<file path="config.mk">
export PLATFORM = sky130hd
export DESIGN_NAME = ram_copy_engine_flat
export DESIGN_NICKNAME = d
export VERILOG_FILES = /design/src/rtl/ram_pkg.sv /design/src/rtl/ram_copy_engine_if.sv /design/src/rtl/ram_copy_engine.sv /design/src/flat_wrapper.sv
export SDC_FILE = /design/constraint.sdc
export NUM_CORES = 1
export LEC_CHECK = 0
export BUFFER_PORTS_ARGS = -buffer_cell sky130_fd_sc_hd__buf_2
export CAP_MARGIN = 25
export CORE_MARGIN = 2
export CORE_UTILIZATION = 45
export CTS_BUF_LIST = sky130_fd_sc_hd__clkbuf_2
export CTS_CLUSTER_DIAMETER = 200
export DETAILED_ROUTE_END_ITERATION = 6
export MAX_ROUTING_LAYER = met4
export PLACE_DENSITY_LB_ADDON = 0.25
export SYNTH_ARGS = -nofsm -noshare
export SYNTH_HDL_FRONTEND = slang
export SYNTH_SLANG_ARGS = --single-unit
</file>
<file path="constraint.sdc">
create_clock -name clk -period 7.55 [get_ports clk]
set_clock_uncertainty 0.05 [all_clocks]
set_input_delay 1.1325 -clock clk [delete_from_list [all_inputs] [get_ports clk]]
set_output_delay 1.1325 -clock clk [all_outputs]
set_load 0.05 [all_outputs]
</file>
<file path="src/rtl/ram_pkg.sv">
// Shared definitions for the banked byte RAM and its copy engine:
// geometry constants, bank/offset address split, the copy FSM state
// encoding and the RAM request payload.
package ram_pkg;

    localparam int unsigned ADDR_W    = 15;
    localparam int unsigned DATA_W    = 8;
    localparam int unsigned LEN_W     = 16;
    localparam int unsigned MEM_BYTES = 32768;
    localparam int unsigned OFF_W     = 10;
    localparam int unsigned BANK_W    = ADDR_W - OFF_W;

    typedef enum logic [2:0] {
        IDLE,
        RD,
        WAIT,
        WR,
        DONE,
        ERR
    } state_e;

    // One RAM port request as driven by a master.
    typedef struct packed {
        logic              we;
        logic [ADDR_W-1:0] addr;
        logic [DATA_W-1:0] wdata;
    } ram_req_t;

    // Bank select, address bits [14:10].
    function automatic logic [BANK_W-1:0] bank_sel(input logic [ADDR_W-1:0] a);
        return a[ADDR_W-1:OFF_W];
    endfunction

    // Offset within a bank, address bits [9:0].
    function automatic logic [OFF_W-1:0] bank_off(input logic [ADDR_W-1:0] a);
        return a[OFF_W-1:0];
    endfunction

endpackage

</file>
<file path="src/rtl/ram_copy_engine_if.sv">
// Native RAM read/write port.
//   we    : write enable (master -> RAM)
//   addr  : byte address (master -> RAM)
//   wdata : write data   (master -> RAM)
//   rdata : read data    (RAM -> master)
interface ram_bus_if;
    import ram_pkg::*;

    logic              we;
    logic [ADDR_W-1:0] addr;
    logic [DATA_W-1:0] wdata;
    logic [DATA_W-1:0] rdata;

    modport master (output we, output addr, output wdata, input rdata);
    modport slave  (input we, input addr, input wdata, output rdata);

endinterface

</file>
<file path="src/rtl/ram_copy_engine.sv">
// Block copy engine for the banked byte RAM. Copies len bytes from
// src_addr to dst_addr, choosing descending order when the destination
// overlaps the tail of the source so the result equals the original data.
//   clk, rst          : clock, synchronous active-high reset
//   start             : request, sampled only in IDLE
//   src_addr/dst_addr : first source/destination byte
//   len               : byte count, 0..32768
//   busy/done/err     : status; done/err are one-cycle pulses
//   mem               : RAM port (master side)
module ram_copy_engine
    import ram_pkg::*;
#(
    parameter int unsigned RD_LAT = 1
) (
    input  logic              clk,
    input  logic              rst,
    input  logic              start,
    input  logic [ADDR_W-1:0] src_addr,
    input  logic [ADDR_W-1:0] dst_addr,
    input  logic [LEN_W-1:0]  len,
    output logic              busy,
    output logic              done,
    output logic              err,
    ram_bus_if.master         mem
);

    localparam int unsigned SUM_W  = LEN_W + 1;
    localparam int unsigned WAIT_W = (RD_LAT > 1) ? $clog2(RD_LAT) : 1;

    state_e              state_q, state_d;
    logic [ADDR_W-1:0]   src_q, src_d;
    logic [ADDR_W-1:0]   dst_q, dst_d;
    logic [ADDR_W-1:0]   off_q, off_d;
    logic [LEN_W-1:0]    rem_q, rem_d;
    logic                desc_q, desc_d;
    logic [WAIT_W-1:0]   wait_q, wait_d;
    ram_req_t            req_q, req_d;
    logic                busy_q, busy_d;
    logic                done_q, done_d;
    logic                err_q, err_d;

    logic [SUM_W-1:0]    src_end_c;
    logic [SUM_W-1:0]    dst_end_c;
    logic                overlap_c;

    // Range check and overlap detection on the raw request.
    assign src_end_c = SUM_W'(src_addr) + SUM_W'(len);
    assign dst_end_c = SUM_W'(dst_addr) + SUM_W'(len);
    assign overlap_c = (dst_addr > src_addr) && (SUM_W'(dst_addr) < src_end_c);

    // State, counters and registered outputs.
    always_ff @(posedge clk) begin
        if (rst) begin
            state_q <= IDLE;
            src_q   <= '0;
            dst_q   <= '0;
            off_q   <= '0;
            rem_q   <= '0;
            desc_q  <= 1'b0;
            wait_q  <= '0;
            req_q   <= '0;
            busy_q  <= 1'b0;
            done_q  <= 1'b0;
            err_q   <= 1'b0;
        end else begin
            state_q <= state_d;
            src_q   <= src_d;
            dst_q   <= dst_d;
            off_q   <= off_d;
            rem_q   <= rem_d;
            desc_q  <= desc_d;
            wait_q  <= wait_d;
            req_q   <= req_d;
            busy_q  <= busy_d;
            done_q  <= done_d;
            err_q   <= err_d;
        end
    end

    // Next state; RAM request registers are loaded for the state being entered.
    always_comb begin
        state_d = state_q;
        src_d   = src_q;
        dst_d   = dst_q;
        off_d   = off_q;
        rem_d   = rem_q;
        desc_d  = desc_q;
        wait_d  = wait_q;
        req_d   = req_q;
        req_d.we = 1'b0;
        busy_d  = busy_q;
        done_d  = 1'b0;
        err_d   = 1'b0;

        case (state_q)
            IDLE: begin
                if (start) begin
                    src_d = src_addr;
                    dst_d = dst_addr;
                    rem_d = len;
                    if ((src_end_c > SUM_W'(MEM_BYTES)) || (dst_end_c > SUM_W'(MEM_BYTES))) begin
                        state_d = ERR;
                    end else if (len == '0) begin
                        state_d = DONE;
                    end else begin
                        desc_d     = overlap_c;
                        off_d      = overlap_c ? ADDR_W'(len - LEN_W'(1)) : '0;
                        req_d.addr = src_addr + off_d;
                        busy_d     = 1'b1;
                        state_d    = RD;
                    end
                end
            end
            RD: begin
                wait_d  = '0;
                state_d = WAIT;
            end
            WAIT: begin
                // Read data is captured straight into the write-data register.
                if (wait_q == WAIT_W'(RD_LAT - 1)) begin
                    req_d.we    = 1'b1;
                    req_d.addr  = dst_q + off_q;
                    req_d.wdata = mem.rdata;
                    state_d     = WR;
                end else begin
                    wait_d = wait_q + WAIT_W'(1);
                end
            end
            WR: begin
                rem_d = rem_q - LEN_W'(1);
                if (rem_q == LEN_W'(1)) begin
                    busy_d  = 1'b0;
                    state_d = DONE;
                end else begin
                    off_d      = desc_q ? (off_q - ADDR_W'(1)) : (off_q + ADDR_W'(1));
                    req_d.addr = src_q + off_d;
                    state_d    = RD;
                end
            end
            DONE: begin
                done_d  = 1'b1;
                state_d = IDLE;
            end
            ERR: begin
                err_d   = 1'b1;
                state_d = IDLE;
            end
            default: begin
                state_d = IDLE;
            end
        endcase
    end

    assign busy      = busy_q;
    assign done      = done_q;
    assign err       = err_q;
    assign mem.we    = req_q.we;
    assign mem.addr  = req_q.addr;
    assign mem.wdata = req_q.wdata;

endmodule

</file>
<file path="src/flat_wrapper.sv">
// flat-port wrapper written by rule: the top's interface ports become plain ports
module ram_copy_engine_flat import ram_pkg::*;
#(
    parameter int unsigned RD_LAT = 1
)
  (clk, rst, start, src_addr, dst_addr, len, busy, done, err, mem_we, mem_addr, mem_wdata, mem_rdata);
  ram_bus_if mem_i ();
  input  logic clk;
  input  logic rst;
  input  logic start;
  input  logic [ADDR_W-1:0] src_addr;
  input  logic [ADDR_W-1:0] dst_addr;
  input  logic [LEN_W-1:0] len;
  output logic busy;
  output logic done;
  output logic err;
  output wire logic [$bits(mem_i.we)-1:0] mem_we;
  output wire logic [$bits(mem_i.addr)-1:0] mem_addr;
  output wire logic [$bits(mem_i.wdata)-1:0] mem_wdata;
  input wire logic [$bits(mem_i.rdata)-1:0] mem_rdata;
  assign mem_we = mem_i.we;
  assign mem_addr = mem_i.addr;
  assign mem_wdata = mem_i.wdata;
  assign mem_i.rdata = mem_rdata;
  ram_copy_engine #(.RD_LAT(RD_LAT)) u_core (.clk(clk), .rst(rst), .start(start), .src_addr(src_addr), .dst_addr(dst_addr), .len(len), .busy(busy), .done(done), .err(err), .mem(mem_i));
endmodule
</file>
Word-level counts from Yosys, hierarchy flattened:

Cells that the tools add are included.
Widths: inputs -> output; s select.

* flip-flop bits (word level): 93
* input port bits: 57
* output and inout port bits: 27
* word-level logic and storage cells: 89

* add/subtract/negate cells: 10
* order comparisons: 4
* eq/ne operators: 12
* multiplexer cells: 30
* bitwise operators: 4
* reduce and logical (&&, ||, !) cells: 16

Operators by type and width (count)
* $mux 15: 10
* $add 15x15->15: 3
* $pmux 15 s3: 1
* $add 15x16->17: 2
* $gt 17x16->1 const B: 2
* $pmux 16 s2: 1
* $pmux 15 s2: 1
* $sub 15x1->15 const B: 2
* $mux 24: 1
* $lt 15x17->1: 1
* $eq 16x1->1 const B: 1
* $logic_not 16->1: 1
* $mux 16: 1
* $sub 16x1->16 const B: 1
* $add 15x1->15 const B: 1
* $gt 15x15->1: 1
* $mux 3: 5
* $pmux 3 s4: 1
* $ne 2x2->1 const B: 5
* $reduce_and 5->1: 2
* $reduce_and 2->1: 4
* $mux 1: 7
* $eq 3x2->1 const B: 2
* $eq 3x3->1 const B: 2
* 13 further kinds: 18

Depth between registers and ports, before layout:

Gate-level depths: netlist of run 1.

* depth after elaboration: 9
* depth in mapped cells: 29
* mapped depth without buffers: 27

Least setup slack after synthesis of run 1:

No wires, ideal clock.

* path kind: input-to-reg
* start point: in src_addr[0]
* end point: reg u_core.req_q, in the netlist u_core.mem.addr[14]
* library setup time: 0.074 ns
* arrival: 6.753 ns
* required time: 7.426 ns
* slack: 0.673 ns
* stages on the path: 27
* buffers on the path: 2
* path through: ha_1 -> fa_1 -> a21o_2 -> a221o_2 -> a311oi_1 -> o21a_1 -> nor2_1 -> ha_1 -> o21ai_0 -> nor2_1 -> o2111ai_1 -> nand2_1 -> clkbuf_1 -> clkbuf_1 -> nor2_1 -> ha_1 -> fa_1 -> a211o_1 -> o211ai_1 -> a21oi_1 -> a211o_1 -> a21o_1 -> a21oi_1 -> o21ai_0 -> xnor3_2 -> or3_1 -> a31oi_1

* word-level cells in the longest chain between the ends: 9
* elaborated cells on any way between the ends: 14
* those cells by class: add/sub (2); order compare (3); eq/ne (1); mux (5); reduce/logical (3)

RTL lines
* start, declared: RTL line flat_wrapper.sv:11 `input logic [ADDR_W-1:0] src_addr;`
* $add 15x16->17: RTL line ram_copy_engine.sv:47 `assign src_end_c = SUM_W'(src_addr) + SUM_W'(len);`
* $lt 15x17->1: RTL line ram_copy_engine.sv:49 `assign overlap_c = (dst_addr > src_addr) && (SUM_W'(dst_addr) < src_end_c);`
* $logic_and 1x1->1: RTL line ram_copy_engine.sv:49
* $mux 15: RTL line ram_copy_engine.sv:107 `off_d = overlap_c ? ADDR_W'(len - LEN_W'(1)) : '0;`
* $add 15x15->15: RTL line ram_copy_engine.sv:108 `req_d.addr = src_addr + off_d;`
* $mux 15: RTL line ram_copy_engine.sv:103 `end else if (len == '0) begin`
* $mux 15: RTL line ram_copy_engine.sv:101 `if ((src_end_c > SUM_W'(MEM_BYTES)) || (dst_end_c > SUM_W'(MEM_BYTES))) begin`
* $mux 15: RTL line ram_copy_engine.sv:97 `if (start) begin`
* $pmux 15 s3: RTL line ram_copy_engine.sv:95 `case (state_q)`
* end signal, assigned: RTL line ram_copy_engine.sv:73 `req_q <= req_d;`
* end, declared: RTL line ram_copy_engine.sv:37 `ram_req_t req_q, req_d;`

Several ways; a longest one is shown, not always the timed one. The select of a mux whose other input is x is not followed.
A chain may end at the register's enable or synchronous reset.

Worst setup path in the final report of run 1:

Ends and elaborated chain as after synthesis.

==> out/metrics.yaml, run 1 <==
run_status:
  status: "complete, no violations"
route:
  avgViaCountPerCell: 5.889
  first_pass_iters: 7
  vias: 9204
  ant_nets: 0
  drc: 0
  wl_per_cell_um: 18.57
  drtIter0Drc: 681
  finalWirelength_um: 29020
synth:
  syn-num-nets: 1406
  synth-edff-count: 0
  synth_top_cell_area_share: 0.1970
  async_flop_share: 0
  synth_seq_cells: 92
  synth_ff_type: "dfxtp_1"
  syn-cell-area_sq_um: 9348
  yosysMostFrequentCell: "nand2_1"
  syn_avg_cell_area_sq_um: 7.625
  synth_warnings: 0
  synth-seq-area-share: 0.1970
  synth.area.top_cells: "dfxtp_1, ha_1, a21oi_1, nand2_1, xnor2_1"
  ys_types: 79
  synth_largest_area_cell: "dfxtp_1"
  synthCells: 1226
  synth_common_cells: "nand2_1, a21oi_1, ha_1, nor2_1, dfxtp_1"
sta:
  slew_violations: 0
  tightestPinTransition_ns: 0.7837
  tns_ns: 0
  fmax_mhz: 153.0
  hold_violations: 0
  period_share: 0.8658
  finalSetupViolCount: 0
  relSlewSlack: 0.4720
  rsz0062_at_grt: "no"
  period_needed_ns: 6.537
floorplanning:
  die_x_um: 148.1
  start_util: 0.4605
  die_y_um: 148.1
  die-area_sq_um: 21940
  ioPinCount: 84
  fp.coreArea_sq_um: 20300
  rows: 52
critical_path:
  critPathRequiredTime_ns: 8.12
  crit_cells: 26
  worstSetupStartpoint: "src_addr[0]"
  worstRegToRegCells: 17
  startpoint_type: "input pin"
  r2r-start: "u_core.desc_q"
  crit_family: "compound AO/OA/AOI/OAI gates"
  critical_path_class: "input pin to flop"
  critical_path_arrival_ns: 7.11
  endpoint_kind: "flop"
  cp_max_fo: 8
  crit_buf_inv: 1
  r2r_end: "u_core.mem.addr[14]"
  r2r_slack_ns: 3.03
  endpoint: "u_core.mem.addr[14]"
  slowest_delay_ns: 0.52
  cp_slowest_cell: "or4_1"
pwr:
  powerDensity_nw_per_um2: 179.4
  p_leak_nw: 4.492
  ir_drop_uv: 114.7
clock_tree:
  numClockSinks: 92
  post-cts-setup-buffers: 0
  cts_root_buffer: "clkbuf_2"
  clk_pin_slew_worst_paths_ns: 0.29
  cts_made_buffers: 9
  cts_tree: "done"
  holdBufCountCts: 0
  htreeDepth: 3
  ctsResizeCount: 0
  clockBufferDepth: 2
  insertion_delay_ns: 0.66
placed_design:
  place_congestion: 1.024
  portBuffers: 83
  hpwl_um: 23150
  placed_area_sq_um: 9993
global_routing:
  grt_pass1_vias: 8853
  grt_pass1_wl_um: 45780
  grt_max_degree: 61
  track_usage: 0.2707
  grt_overflow: 0
  antenna_found_initial: 1
layout:
  nets: 1468
  fin_util: 0.4982
  syn2layout_area_growth_pct: 8.178
  drive_gt1_frac: 0.1246
  finalInstanceArea_sq_um: 10110
worst_hold_path:
  hold_depth: 2
  holdCritPathClass: "flop to flop"
flow_run:
  maxCapViolCount: 0
[metal layers]
layer / vias to the layer above / share of wire / track usage
li1: 4629 / - / -
met1: 4300 / 0.46 / 0.3499
met2: 235 / 0.47 / 0.4435
met3: 40 / 0.044 / 0.02883
met4: 0 / 0.032 / 0.09095
met5: - / 0 / -
[state kept, by name (all words and copies together) (netlist names)]
register / cells
u_core.mem.wdata: 8
u_core.rem_q: 16
u_core.src_q: 15
u_core.dst_q: 15
u_core.off_q: 15
u_core.desc_q: 1
u_core.mem.we: 1
u_core.busy: 1
u_core.state_q: 3
u_core.done: 1
u_core.mem.addr: 15
u_core.err: 1
[tightest hold or removal path, delay by kind of cell, from the launching register on]
family,cells,cell delay [ns]
compound gates,1,0.05
simple gates,1,0.05
flops,1,0.37
[layout by cell type, fill, tap and decap left out, types with 7 or more instances in the layout]
master,netlist,routed
ha_1,117,117
nor3_1,38,38
nand2b_1,18,18
a21oi_1,134,134
xnor2_1,45,45
mux2_2,9,9
dfxtp_1,92,92
xor2_1,27,27
or2_2,8,8
o31ai_1,21,21
o21a_1,13,13
nand4b_1,10,10
nand4_1,12,12
a21o_1,19,19
o211ai_1,14,14
buf_2,4,82
nor2_1,94,93
nand2_1,153,153
nor4_1,15,15
mux2i_1,9,9
or3_1,15,15
o31a_1,7,7
a31oi_1,14,14
clkbuf_2,0,9
nor2b_1,19,19
o21ai_0,52,52
buf_4,0,17
inv_1,57,57
a211o_1,10,10
a211oi_1,21,21
nand3_1,19,19
[report_power, final]
group	total (mW)	leakage (nW)	switching [mW]	internal, mW
logic	0.931	3.68	0.604	0.327
clock network	0.275	0.0650	0.198	0.0773
registers	0.608	0.750	0.0548	0.553
total	1.81	4.49	0.856	0.958
[through the flow]
| stage | cells | hold slack (ns) | worst slack, ns | power, mW |
|---|---|---|---|---|
| 2_1_floorplan | 1226 | 0.3874 | 0.6731 | 1.284 |
| 3_5_place_dp | 1547 | 0.3970 | 0.3508 | 1.537 |
| 3_3_place_gp | 1546 | 0.3896 | 0.4584 | 1.527 |
| 6_report | 1563 | 0.4226 | 1.013 | 1.814 |
| 5_1_grt | 1563 | 0.4401 | 0.5614 | 1.934 |
| 4_1_cts | 1562 | 0.4258 | 1.050 | 1.810 |
[worst min path at each step]
stage,to,startpoint
after floorplan,u_core.dst_q[3],u_core.dst_q[3]
after CTS,u_core.mem.wdata[1],u_core.mem.wdata[1]
after detailed placement,u_core.mem.wdata[1],u_core.mem.wdata[1]
final,u_core.mem.wdata[5],u_core.mem.wdata[5]
after global routing,u_core.mem.wdata[4],u_core.mem.wdata[4]
after global placement,u_core.mem.wdata[5],u_core.mem.wdata[5]
[area by class of cell]
class / count / area (sq um)
sequential: 92 / 1842
timing repair buffer: 99 / 538.0
multi-input combinational: 1029 / 7062
clock buffer: 9 / 45.04
antenna: 1 / 2.502
tap: 270 / 337.8
fill: 2076 / 10190
clock inverter: 6 / 71.32
inverter: 57 / 214.0
[cells by family (layout without fill, tap and decap cells)]
family / Yosys count / count (layout) / share of synthesized area
buffers and inverters: 105 / 171 / 0.04778
DFF: 92 / 92 / 0.1970
AOI/OAI and AO/OA: 375 / 375 / 0.2649
adders and majority gates: 123 / 123 / 0.1695
other: 0 / 1 / 0
muxes: 20 / 20 / 0.02369
and+or+nand+nor: 438 / 438 / 0.2271
xor gates and xnor gates: 73 / 73 / 0.07000
No activity file was read; power rests on OpenSTA's default activity.
==> run 2: changes to the inputs <==
CORE_MARGIN = 5   (was 2)
==> out/metrics.yaml, run 2 (synthesis results as in run 1) <==
run_status:
  status: "complete, no violations"  # unchanged
layout:
  nets: 1467  # was 1,468
  syn2layout_area_growth_pct: 8.232  # was 8.178%
  final_cell_mix: "nand2_1, a21oi_1, ha_1"  # unchanged
  fin_util: 0.4968  # was 0.4982
  largest_reg_flops: 16  # unchanged
  largest_register: "u_core.rem_q"  # unchanged
  fillers: 2020  # was 2,076
  drive_gt1_frac: 0.1238  # was 0.1246
  layout_commonest_cell: "nand2_1"  # unchanged
sta:
  period_needed_ns: 6.809  # was 6.537 ns
  tns_ns: 0  # unchanged
  hold_violations: 0  # unchanged
  period_share: 0.9018  # was 0.8658
  rsz0062_at_grt: "no"  # unchanged
  tightestPinTransition_ns: 0.7573  # was 0.7837 ns
  slew_violations: 0  # unchanged
  finalSetupViolCount: 0  # unchanged
  fmax_mhz: 146.9  # was 153.0 MHz
  whs_ns: 0.4176  # was 0.4226 ns
  relSlewSlack: 0.4898  # was 0.4720
clock_tree:
  insertion_delay_ns: 0.64  # was 0.66 ns
  numClockSinks: 92  # unchanged
  htreeDepth: 3  # unchanged
  cts_root_buffer: "clkbuf_2"  # unchanged
  post-cts-setup-buffers: 0  # unchanged
  ctsResizeCount: 0  # unchanged
  clk_pin_slew_worst_paths_ns: 0.30  # was 0.29 ns
  clockBufferDepth: 2  # unchanged
  cts_tree: "done"  # unchanged
  cts_made_buffers: 9  # unchanged
  holdBufCountCts: 0  # unchanged
floorplanning:
  die_x_um: 154.1  # was 148.1 um
  start_util: 0.4590  # was 0.4605
  fp.coreArea_sq_um: 20360  # was 20,300 sq um
  ioPinCount: 84  # unchanged
  die-area_sq_um: 23750  # was 21,940 sq um
  die_y_um: 154.1  # was 148.1 um
  rows: 52  # unchanged
route:
  ant_nets: 0  # unchanged
  vias: 9321  # was 9,204
  first_pass_iters: 5  # was 7
  wl_per_cell_um: 18.90  # was 18.57 um
  drc: 0  # unchanged
  finalWirelength_um: 29540  # was 29,020 um
  avgViaCountPerCell: 5.964  # was 5.889
  drtIter0Drc: 747  # was 681
critical_path:
  startpoint_type: "input pin"  # unchanged
  critPathRequiredTime_ns: 8.08  # was 8.12 ns
  slowest_delay_ns: 0.51  # was 0.52 ns
  cp_slowest_cell: "or4_1"  # unchanged
  cp_max_fo: 12  # was 8
  endpoint_kind: "flop"  # unchanged
  critical_path_class: "input pin to flop"  # unchanged
  critical_path_arrival_ns: 7.34  # was 7.11 ns
placed_design:
  portBuffers: 83  # unchanged
  hpwl_um: 23830  # was 23,150 um
  place_congestion: 0.9677  # was 1.024
global_routing:
  track_usage: 0.2509  # was 0.2707
  grt_max_degree: 64  # was 61
  grt_overflow: 0  # unchanged
  antenna_found_initial: 1  # unchanged
  grt_pass1_wl_um: 46620  # was 45,780 um
  grt_pass1_vias: 8727  # was 8,853
flow_run:
  maxCapViolCount: 0  # unchanged
worst_hold_path:
  holdCritPathClass: "flop to flop"  # unchanged
pwr:
  powerDensity_nw_per_um2: 179.8  # was 179.4 nW/um^2
  ir_drop_uv: 100.6  # was 114.7 uV
  p_leak_nw: 4.495  # was 4.492 nW
run 2: cell count changes in the layout (fill, tap and decap cells not counted), sizes merged:
cell | before | now
clkinv | 1 | 3
buf | 99 | 98
clkinvlp | 2 | 1
run 2: worst max-delay path, delay by kind of cell:
kind            cells  cell delay (ns)
xor+xnor            1             0.22
buf+inv             1             0.13
compound gates     15             3.28
fa+ha+maj           4             1.15
simple gates        5             1.42
run 2: where the power goes:
part	leakage (nW)	internal (mW)	switching, mW
Sequential	0.750	0.553	0.0534
Clock	0.0733	0.0812	0.198
Combinational	3.67	0.327	0.606
run 2: area by class of cell:
class	instances	area [sq um]	share of cell area
Timing Repair Buffer	98	530.5	0.05244
Clock buffer	9	45.04	0.004452
Clock inverter	7	83.83	0.008286
Sequential cell	92	1842	0.1820
Antenna cell	1	2.502	0.0002473
Tap cell	270	337.8	0.03339
Multi-Input combinational cell	1029	7062	0.6980
Inverter	57	214.0	0.02115
run 2: layer usage:
metal / track usage / share of wire
met5: - / 0
met4: 0.1060 / 0.040
met3: 0.02670 / 0.050
met2: 0.3952 / 0.46
met1: 0.3278 / 0.45
run 2: path summary, 6_finish.rpt:
kind                       start             endpoint  slack, ns  depth (start not counted)
max                  src_addr[0]  u_core.mem.addr[14]       0.74                         26
min          u_core.mem.wdata[2]  u_core.mem.wdata[2]       0.42                          2
max reg2reg        u_core.desc_q  u_core.mem.addr[14]       3.15                         17
min reg2reg  u_core.mem.wdata[2]  u_core.mem.wdata[2]       0.42                          2
run 2: per-stage QoR:
step	setup slack, ns	instances	total power [mW]	area [sq um]
final	0.7412	1563	1.819	10120
after global routing	0.4175	1563	1.952	10120
after CTS	0.8224	1562	1.821	10110
after detailed placement	0.1459	1546	1.543	9986
after global placement	0.2717	1546	1.535	9986
after floorplan	0.6731	1226	1.284	9348
